### src/rtl/uart_pkg.sv
// Shared types and helpers for the UART capture monitor: parity modes,
// receiver FSM states and the clocks-per-bit calculation.
package uart_pkg;

  typedef enum logic [1:0] {
    PAR_NONE = 2'd0,
    PAR_ODD  = 2'd1,
    PAR_EVEN = 2'd2
  } parity_e;

  typedef enum logic [2:0] {
    ST_IDLE,
    ST_START,
    ST_DATA,
    ST_PARITY,
    ST_STOP,
    ST_BREAK
  } rx_state_e;

  // Below four clocks per bit the mid-bit sampling point is meaningless.
  localparam int MIN_CPB = 4;

  // Clocks per bit, truncated; the receiver resynchronises on every start bit.
  function automatic int calc_cpb(input int clock_freq, input int baud_rate);
    return clock_freq / baud_rate;
  endfunction

endpackage

### src/rtl/uart_rx_core.sv
// UART receiver: input synchroniser, framing FSM, shift register and
// per-character error detection. Emits one registered pulse per character.
module uart_rx_core #(
  parameter int CLOCK_FREQ = 50_000_000,
  parameter int BAUD_RATE  = 10_000_000,
  parameter int DATA_BITS  = 8,
  parameter int PARITY     = 0,
  parameter int STOP_BITS  = 1
) (
  input  logic                 clk,
  input  logic                 rst,
  input  logic                 serial_in,
  output logic                 char_valid,
  output logic [DATA_BITS-1:0] char_data,
  output logic                 frame_err,
  output logic                 parity_err,
  output logic                 fsm_idle,
  output logic                 start_seen
);
  import uart_pkg::*;

  localparam int CPB = calc_cpb(CLOCK_FREQ, BAUD_RATE);
  localparam int CW  = $clog2(CPB) + 1;
  localparam logic [CW-1:0] HALF_LOAD = CW'(CPB / 2 - 1);
  localparam logic [CW-1:0] FULL_LOAD = CW'(CPB - 1);
  localparam parity_e PAR_MODE = parity_e'(PARITY);

  if (CPB < MIN_CPB) begin : g_cpb_check
    $error("uart_rx_core: CLOCK_FREQ/BAUD_RATE must be at least 4");
  end

  logic                 sync1_reg, sync2_reg;
  logic                 s;
  rx_state_e            state_reg, state_next;
  logic [CW-1:0]        cnt_reg, cnt_next;
  logic [3:0]           bit_reg, bit_next;
  logic [DATA_BITS-1:0] shift_reg, shift_next;
  logic                 par_bad_reg, par_bad_next;
  logic                 frame_bad_reg, frame_bad_next;
  logic                 char_valid_reg, frame_err_reg, parity_err_reg;
  logic [DATA_BITS-1:0] char_data_reg;
  logic                 tick, par_xor, par_mismatch;
  logic                 commit, commit_frame, start_evt;

  assign s        = sync2_reg;
  assign tick     = (cnt_reg == '0);
  assign par_xor  = (^shift_reg) ^ s;
  assign par_mismatch = (PAR_MODE == PAR_ODD) ? ~par_xor : par_xor;

  // Two-flop synchroniser, preset high so reset never looks like a start bit.
  always_ff @(posedge clk) begin
    if (rst) begin
      sync1_reg <= 1'b1;
      sync2_reg <= 1'b1;
    end else begin
      sync1_reg <= serial_in;
      sync2_reg <= sync1_reg;
    end
  end

  // FSM state register.
  always_ff @(posedge clk) begin
    if (rst) state_reg <= ST_IDLE;
    else     state_reg <= state_next;
  end

  // Next-state logic plus bit timing, shifting and error accumulation.
  always_comb begin
    state_next     = state_reg;
    cnt_next       = tick ? cnt_reg : cnt_reg - 1'b1;
    bit_next       = bit_reg;
    shift_next     = shift_reg;
    par_bad_next   = par_bad_reg;
    frame_bad_next = frame_bad_reg;
    commit         = 1'b0;
    commit_frame   = 1'b0;
    start_evt      = 1'b0;
    case (state_reg)
      ST_IDLE: begin
        if (!s) begin
          state_next     = ST_START;
          cnt_next       = HALF_LOAD;
          bit_next       = '0;
          par_bad_next   = 1'b0;
          frame_bad_next = 1'b0;
          start_evt      = 1'b1;
        end
      end
      ST_START: begin
        if (tick) begin
          if (s) begin
            state_next = ST_IDLE;
          end else begin
            state_next = ST_DATA;
            cnt_next   = FULL_LOAD;
          end
        end
      end
      ST_DATA: begin
        if (tick) begin
          shift_next = {s, shift_reg[DATA_BITS-1:1]};
          cnt_next   = FULL_LOAD;
          if (bit_reg == 4'(DATA_BITS - 1)) begin
            bit_next   = '0;
            state_next = (PAR_MODE != PAR_NONE) ? ST_PARITY : ST_STOP;
          end else begin
            bit_next = bit_reg + 1'b1;
          end
        end
      end
      ST_PARITY: begin
        if (tick) begin
          par_bad_next = par_mismatch;
          cnt_next     = FULL_LOAD;
          state_next   = ST_STOP;
        end
      end
      ST_STOP: begin
        if (tick) begin
          frame_bad_next = frame_bad_reg | ~s;
          if (bit_reg == 4'(STOP_BITS - 1)) begin
            commit       = 1'b1;
            commit_frame = frame_bad_reg | ~s;
            state_next   = (frame_bad_reg | ~s) ? ST_BREAK : ST_IDLE;
          end else begin
            bit_next = bit_reg + 1'b1;
            cnt_next = FULL_LOAD;
          end
        end
      end
      ST_BREAK: begin
        if (s) state_next = ST_IDLE;
      end
      default: state_next = ST_IDLE;
    endcase
  end

  // Datapath registers and the registered per-character outputs.
  always_ff @(posedge clk) begin
    if (rst) begin
      cnt_reg        <= '0;
      bit_reg        <= '0;
      shift_reg      <= '0;
      par_bad_reg    <= 1'b0;
      frame_bad_reg  <= 1'b0;
      char_valid_reg <= 1'b0;
      char_data_reg  <= '0;
      frame_err_reg  <= 1'b0;
      parity_err_reg <= 1'b0;
    end else begin
      cnt_reg        <= cnt_next;
      bit_reg        <= bit_next;
      shift_reg      <= shift_next;
      par_bad_reg    <= par_bad_next;
      frame_bad_reg  <= frame_bad_next;
      char_valid_reg <= commit;
      frame_err_reg  <= commit & commit_frame;
      parity_err_reg <= commit & par_bad_reg;
      if (commit) char_data_reg <= shift_reg;
    end
  end

  assign char_valid = char_valid_reg;
  assign char_data  = char_data_reg;
  assign frame_err  = frame_err_reg;
  assign parity_err = parity_err_reg;
  assign fsm_idle   = (state_reg == ST_IDLE);
  assign start_seen = start_evt;

endmodule

### src/rtl/uart_capture_monitor.sv
// Capture monitor top: buffers received characters, keeps the count and the
// sticky done/timeout/error status around a uart_rx_core receiver.
module uart_capture_monitor #(
  parameter int CLOCK_FREQ     = 50_000_000,
  parameter int BAUD_RATE      = 10_000_000,
  parameter int DATA_BITS      = 8,
  parameter int PARITY         = 0,
  parameter int STOP_BITS      = 1,
  parameter int DEPTH          = 256,
  parameter int EXPECT_CHARS   = 156,
  parameter int TIMEOUT_CYCLES = 1_000_000
) (
  input  logic                       clk,
  input  logic                       rst,
  input  logic                       serial_in,
  input  logic [$clog2(DEPTH)-1:0]   rd_addr,
  output logic [DATA_BITS-1:0]       rd_data,
  output logic [$clog2(DEPTH):0]     char_count,
  output logic                       char_valid,
  output logic [DATA_BITS-1:0]       char_data,
  output logic                       frame_err,
  output logic                       parity_err,
  output logic                       overflow,
  output logic                       done,
  output logic                       timeout
);
  import uart_pkg::*;

  localparam int AW = $clog2(DEPTH);
  localparam int CW = AW + 1;
  localparam int IW = $clog2(TIMEOUT_CYCLES + 1);

  if ((DEPTH < 2) || ((DEPTH & (DEPTH - 1)) != 0)) begin : g_depth_check
    $error("uart_capture_monitor: DEPTH must be a power of two >= 2");
  end
  if ((EXPECT_CHARS < 1) || (EXPECT_CHARS > DEPTH)) begin : g_expect_check
    $error("uart_capture_monitor: EXPECT_CHARS must be in 1..DEPTH");
  end
  if (calc_cpb(CLOCK_FREQ, BAUD_RATE) < MIN_CPB) begin : g_rate_check
    $error("uart_capture_monitor: clocks per bit below minimum");
  end

  logic                 core_valid, core_frame, core_parity, fsm_idle, start_seen;
  logic [DATA_BITS-1:0] core_data;
  logic                 can_store;
  logic [DATA_BITS-1:0] mem [DEPTH];
  logic [DATA_BITS-1:0] rd_data_reg;
  logic [CW-1:0]        count_reg;
  logic [IW-1:0]        idle_cnt_reg;
  logic                 frame_err_reg, parity_err_reg, overflow_reg;
  logic                 done_reg, timeout_reg;

  uart_rx_core #(
    .CLOCK_FREQ (CLOCK_FREQ),
    .BAUD_RATE  (BAUD_RATE),
    .DATA_BITS  (DATA_BITS),
    .PARITY     (PARITY),
    .STOP_BITS  (STOP_BITS)
  ) u_rx (
    .clk        (clk),
    .rst        (rst),
    .serial_in  (serial_in),
    .char_valid (core_valid),
    .char_data  (core_data),
    .frame_err  (core_frame),
    .parity_err (core_parity),
    .fsm_idle   (fsm_idle),
    .start_seen (start_seen)
  );

  assign can_store = core_valid && (count_reg < CW'(DEPTH));

  // Capture buffer write port; contents are not reset.
  always_ff @(posedge clk) begin
    if (can_store) mem[count_reg[AW-1:0]] <= core_data;
  end

  // Registered read port; a same-cycle write is seen one cycle later.
  always_ff @(posedge clk) begin
    if (rst) rd_data_reg <= '0;
    else     rd_data_reg <= mem[rd_addr];
  end

  // Character count, sticky error flags and done.
  always_ff @(posedge clk) begin
    if (rst) begin
      count_reg      <= '0;
      frame_err_reg  <= 1'b0;
      parity_err_reg <= 1'b0;
      overflow_reg   <= 1'b0;
      done_reg       <= 1'b0;
    end else begin
      if (core_frame)  frame_err_reg  <= 1'b1;
      if (core_parity) parity_err_reg <= 1'b1;
      if (core_valid && !can_store) overflow_reg <= 1'b1;
      if (can_store) begin
        count_reg <= count_reg + 1'b1;
        if ((count_reg == CW'(EXPECT_CHARS - 1)) && !timeout_reg) done_reg <= 1'b1;
      end
    end
  end

  // Idle interval counter; frozen once either terminal flag is set.
  always_ff @(posedge clk) begin
    if (rst) begin
      idle_cnt_reg <= '0;
      timeout_reg  <= 1'b0;
    end else if (!done_reg && !timeout_reg) begin
      if (core_valid || start_seen) begin
        idle_cnt_reg <= '0;
      end else if (fsm_idle) begin
        if (idle_cnt_reg == IW'(TIMEOUT_CYCLES - 1)) timeout_reg <= 1'b1;
        else                                         idle_cnt_reg <= idle_cnt_reg + 1'b1;
      end
    end
  end

  assign rd_data    = rd_data_reg;
  assign char_count = count_reg;
  assign char_valid = core_valid;
  assign char_data  = core_data;
  assign frame_err  = frame_err_reg;
  assign parity_err = parity_err_reg;
  assign overflow   = overflow_reg;
  assign done       = done_reg;
  assign timeout    = timeout_reg;

endmodule

### config.mk
export PLATFORM = sky130hd
export DESIGN_NAME = uart_capture_monitor
export DESIGN_NICKNAME = d
export VERILOG_FILES = /design/src/rtl/uart_pkg.sv /design/src/rtl/uart_rx_core.sv /design/src/rtl/uart_capture_monitor.sv
export SDC_FILE = /design/constraint.sdc
export NUM_CORES = 2
export LEC_CHECK = 0
export BUFFER_PORTS_ARGS = -buffer_cell sky130_fd_sc_hd__buf_4
export CORE_ASPECT_RATIO = 0.75
export CORE_MARGIN = 8
export CORE_UTILIZATION = 45
export CTS_CLUSTER_SIZE = 8
export DETAILED_ROUTE_END_ITERATION = 12
export PLACE_DENSITY = 0.57
export SLEW_MARGIN = 20
export SYNTH_ARGS = -nofsm -noshare
export SYNTH_HDL_FRONTEND = slang
export SYNTH_SLANG_ARGS = --single-unit
export TNS_END_PERCENT = 5
### constraint.sdc
create_clock -name clk -period 7.3 [get_ports clk]
set_clock_uncertainty 0.05 [all_clocks]
set_input_delay 1.46 -clock clk [delete_from_list [all_inputs] [get_ports clk]]
set_output_delay 1.46 -clock clk [all_outputs]
set_load 0.02 [all_outputs]
Yosys cells after proc, flatten, opt, wreduce, memory -nomap -nowiden. Memories as Yosys holds them, arrays and structs flattened. A register that Yosys moved wholly into a read port is not among the register bits. Cells that the tools add are included. W data, S select, Z words.

Output and inout bits: 31. ROM bits: 0. Memories: 1. Latch bits: 0. Bits in registers: 68. RAM bits: 2048.

Eq/ne operators: 18. Mux-type cells: 43. Shift operators: 0. Div/mod/pow operators: 0. Reductions and logical operators: 25. $add $sub $neg: 4. Bitwise operators: 6. $mul: 0. Order comparisons: 1.

Memory list: mem (words 256, bits a word 8, rd ports 1, clocked after Yosys merged registers in 1, wr ports 1, line uart_capture_monitor.sv:46) `logic [DATA_BITS-1:0] mem [DEPTH];`.

Operators by type and width (number): $mux W20 (3); $mux W4 (12); $mux W3 (9); $add A20 B1 Y20 const B (1); $eq A20 B20 Y1 const B (1); $pmux W3 S6 (1); $pmux W4 S4 (1); $ne A2 B1 Y1 const B (7); $mux W1 (13); $pmux W4 S3 (1); $add A9 B1 Y9 const B (1); $eq A9 B8 Y1 const B (1); $lt A9 B9 Y1 const B (1); $reduce_and A3 Y1 (3); $logic_not A4 Y1 (2); $reduce_and A8 Y1 (1); $reduce_xor A8 Y1 (1); $eq A3 B2 Y1 const B (2); $eq A3 B3 Y1 const B (2); $ne A2 B2 Y1 const B (3); $reduce_bool A2 Y1 (3); $reduce_and A5 Y1 (1); $add A4 B1 Y4 const B (1); $eq A4 B3 Y1 const B (1); other kinds (16) (25).

Logic depth before layout (Yosys ltp).
Depth after elaboration: 6. Depth in mapped cells: 12. Depth with buffers taken out: 10.

By module. Synthesis repeated with hierarchy kept, for this count alone.

Cells, all modules: 4395. Area total of the unflattened synthesis: 83782.9 sq um.

Modules (own cells, without submodules): uart_capture_monitor (times used 1, cells an instance 4202, area an instance 82049.9 sq um, sequential area each 62339.8 sq um); uart_rx_core (times used 1, cells an instance 193, area an instance 1732.9 sq um, sequential area each 680.7 sq um).

Least setup slack after synthesis. No wires, ideal clock.

Path kind: register to output. From: register u_rx.char_data_reg[0] (netlist: u_rx.char_data[0]). To: output char_data[0]. Buffers on the path: 0. Data arrival time: 3.526 ns. Path slack: 2.264 ns. Stages on the path, launching flop included: 1. Cells stage by stage: dfxtp_1.

RTL lines: from (decl) (line uart_rx_core.sv:41) `logic [DATA_BITS-1:0] char_data_reg;`; from (signal assigned) (line uart_rx_core.sv:159) `if (commit) char_data_reg <= shift_reg;`; to (decl) (line uart_capture_monitor.sv:20) `output logic [DATA_BITS-1:0] char_data,`.

No word-level cell between the ends.

==> impl_metrics.toml <==
[route]
drc = 0
vias = 42370
wl_per_cell_um = 31.91
drtPass1Iterations = 5
detail-route-antenna-nets = 0
via_per_inst = 6.148
initialDrtViolationCount = 5445
totalWireLength_mm = 219.9

[grt]
met1_usage = 0.3360
grt_pass1_vias = 41770
busiest_layer = "met1"
grt_overflow = 0
grt_max_degree = 107
grtUsageMet2 = 0.3130
grtUsageMet3 = 0.04738
antenna_found_initial = 9
grt_pass1_wl_mm = 314.4
grt.total_usage = 0.2163

[timing]
slew_violations = 0
fin_setup_tns_ns = 0
setup_viol = 0
hold_viol = 0
max_freq_mhz = 230.7
relSlewSlack = 0.2021
fin_crit_ns = 4.335
rsz0062_at_grt = "false"
worst_slew_pin_slew_ns = 1.184
min_period_over_period = 0.5939

[clock_network]
cts_setup_buffers = 0
tritoncts = "yes"
cts_hold_buffers = 0
cts.repair.resized = 0
cts.clk_slew.worst_paths_ns = 0.05
insertion_delay_ns = 0.91
root_buffer = "clkbuf_16"
cts.sinks = 2124
cts_max_level = 5
cts_made_buffers = 315
clockBufferDepth = 4

[critical_path]
start_kind = "primary input"
cp_data_arrival_time_ns = 5.05
required_ns = 8.02
cp-end-kind = "register"
path_class = "primary input to register"
ff2ff_setup_slack_ns = 3.98
crit_fanout = 57

[logic_synthesis]
yosys_most_used_dff = "edfxtp_1"
syn_nets = 4197
synth-edff-count = 2048
async_flop_share = 0
synth_area_leaders = "edfxtp_1 (74%), mux4_2 (12%), mux2i_1 (3.1%), dfxtp_1 (1.8%), nor2_1 (1.6%)"
syn_avg_cell_area_um2 = 19.96
yosysMostFrequentCell = "edfxtp_1"
synth_cells = 4177
ys_seq_area_frac = 0.7559
yosysUniqueCellTypes = 74
synth_top_area_frac = 0.7377
synth_commonest_cells = "edfxtp_1 (2,048), mux4_2 (429), nor2_1 (365)"
ys_ff_latch = 2124
yosysWarnings = 0
synth_top_area_cell = "edfxtp_1"
syn-cell-area_mm2 = 0.08337

[status]
status = "completed"

[floorplanning]
num_rows = 136
die_h_um = 388.8
start_util = 0.4541
core_mm2 = 0.1836
die-area_mm2 = 0.1994
io_pins = 42
fp.dieW_um = 513.0

[job]
maxCapViolations = 0

[placement]
portBuffers = 41
dp.cells = 6477
finalWeightedCongestion = 0.8120
dp_hpwl_mm = 134.5

[finish]
final_nets = 4399
final_cells = 6891
fillers = 14480
layout-drive-gt1-share = 0.2091
area_growth_pct = 13.16
largest_reg_flops = 2048

[power]
irDropWorstVdd_uv = 213.0
cellLeakagePower_nw = 30.32
power_density_mw_per_mm2 = 286.5

[min_path]
worstHoldPathType = "register to register"
[stage by stage]
| step | power [W] | util | cell area, um2 | hold slack, ns | setup WS, ns |
|---|---|---|---|---|---|
| 2_1_floorplan | 0.01422 | - | 83370 | 0.3395 | 2.264 |
| 3_3_place_gp | 0.01454 | 0.4678 | 85880 | 0.3426 | 1.984 |
| 3_5_place_dp | 0.01454 | 0.4678 | 85900 | 0.3479 | 2.087 |
| 4_1_cts | 0.02720 | 0.5137 | 94310 | 0.3595 | 3.031 |
| 5_1_grt | 0.02776 | 0.5138 | 94330 | 0.3747 | 2.964 |
| 6_report | 0.02703 | 0.5138 | 94340 | 0.3638 | 2.965 |
[worst max-delay path, stage by stage]
cell and delay, ns:
buf_8 0.44, or2_4 0.62, buf_4 0.75, o22ai_1 0.14, a2111oi_0 0.91, nor4_1 0.12
nand4_1 0.31, o41ai_2 0.14
[layout by cell type (no fill, tap or decap), types with 7 or more instances in the layout]
cell type | synthesis | layout
a2111oi_0 | 7 | 7
a211oi_1 | 19 | 19
a21oi_1 | 70 | 70
a22oi_1 | 51 | 51
a31oi_1 | 14 | 14
and3_1 | 11 | 11
buf_12 | 24 | 13
buf_4 | 20 | 116
clkbuf_1 | 98 | 83
clkbuf_16 | 0 | 320
dfxtp_1 | 76 | 68
dfxtp_4 | 0 | 8
edfxtp_1 | 2048 | 2048
ha_1 | 9 | 9
inv_1 | 14 | 14
mux2i_1 | 255 | 255
mux4_2 | 429 | 429
nand2_1 | 92 | 92
nand3_1 | 53 | 53
nand4_1 | 18 | 18
nor2_1 | 365 | 362
nor2b_1 | 15 | 12
nor3_1 | 33 | 32
o21ai_0 | 41 | 41
o21ai_1 | 14 | 14
o221ai_1 | 78 | 78
o22ai_1 | 68 | 68
o31ai_1 | 10 | 10
or3_1 | 9 | 9
xnor2_1 | 20 | 20
xor2_1 | 13 | 13
[layout make-up]
cell class	instances	area [um2]	share of cell area
Clock inverter	7	95.09	0.001008
Tap cell	2415	3022	0.03203
Clock buffer	403	8319	0.08818
Multi-Input combinational cell	1787	18570	0.1969
Inverter	16	65.06	0.0006897
Antenna cell	4	10.01	0.0001061
Timing Repair Buffer	135	1206	0.01279
Sequential cell	2124	63050	0.6683
[report_power, final]
| group | internal (W) | leakage, nW | switching [W] | total (W) |
|---|---|---|---|---|
| logic | 0.000427 | 6.65 | 0.000649 | 0.00108 |
| registers | 0.0132 | 19.6 | 0.0000381 | 0.0132 |
| clock network | 0.00782 | 4.08 | 0.00489 | 0.0127 |
[final timing paths]
path                                     start  depth (start not counted)     endpoint
worst max-delay path                rd_addr[1]                          8   rd_data[1]
worst min-delay path            u_rx.sync1_reg                          1       u_rx.s
worst max register to register   char_count[5]                          3  mem[172][6]
worst min register to register  u_rx.sync1_reg                          1       u_rx.s
[logic make-up (layout without fill, tap and decap cells)]
kind of cell	after synthesis	count (layout)	synth area share
and+or+nand+nor	645	645	0.03440
buffers and inverters	266	561	0.02187
AOI/OAI and AO/OA	406	406	0.03405
xor gates and xnor gates	33	33	0.003467
muxes	694	694	0.1489
DFF	2124	2124	0.7559
other	0	4	0
adders and majority gates	9	9	0.001351
[routing by layer]
layer  up-vias  part of all wire
met5         -          0.000077
met4         2             0.021
met3       339             0.086
met2      1913              0.44
met1     22530              0.45
li1      17580                 -
Note: power is estimated with default switching activity, not from simulation.
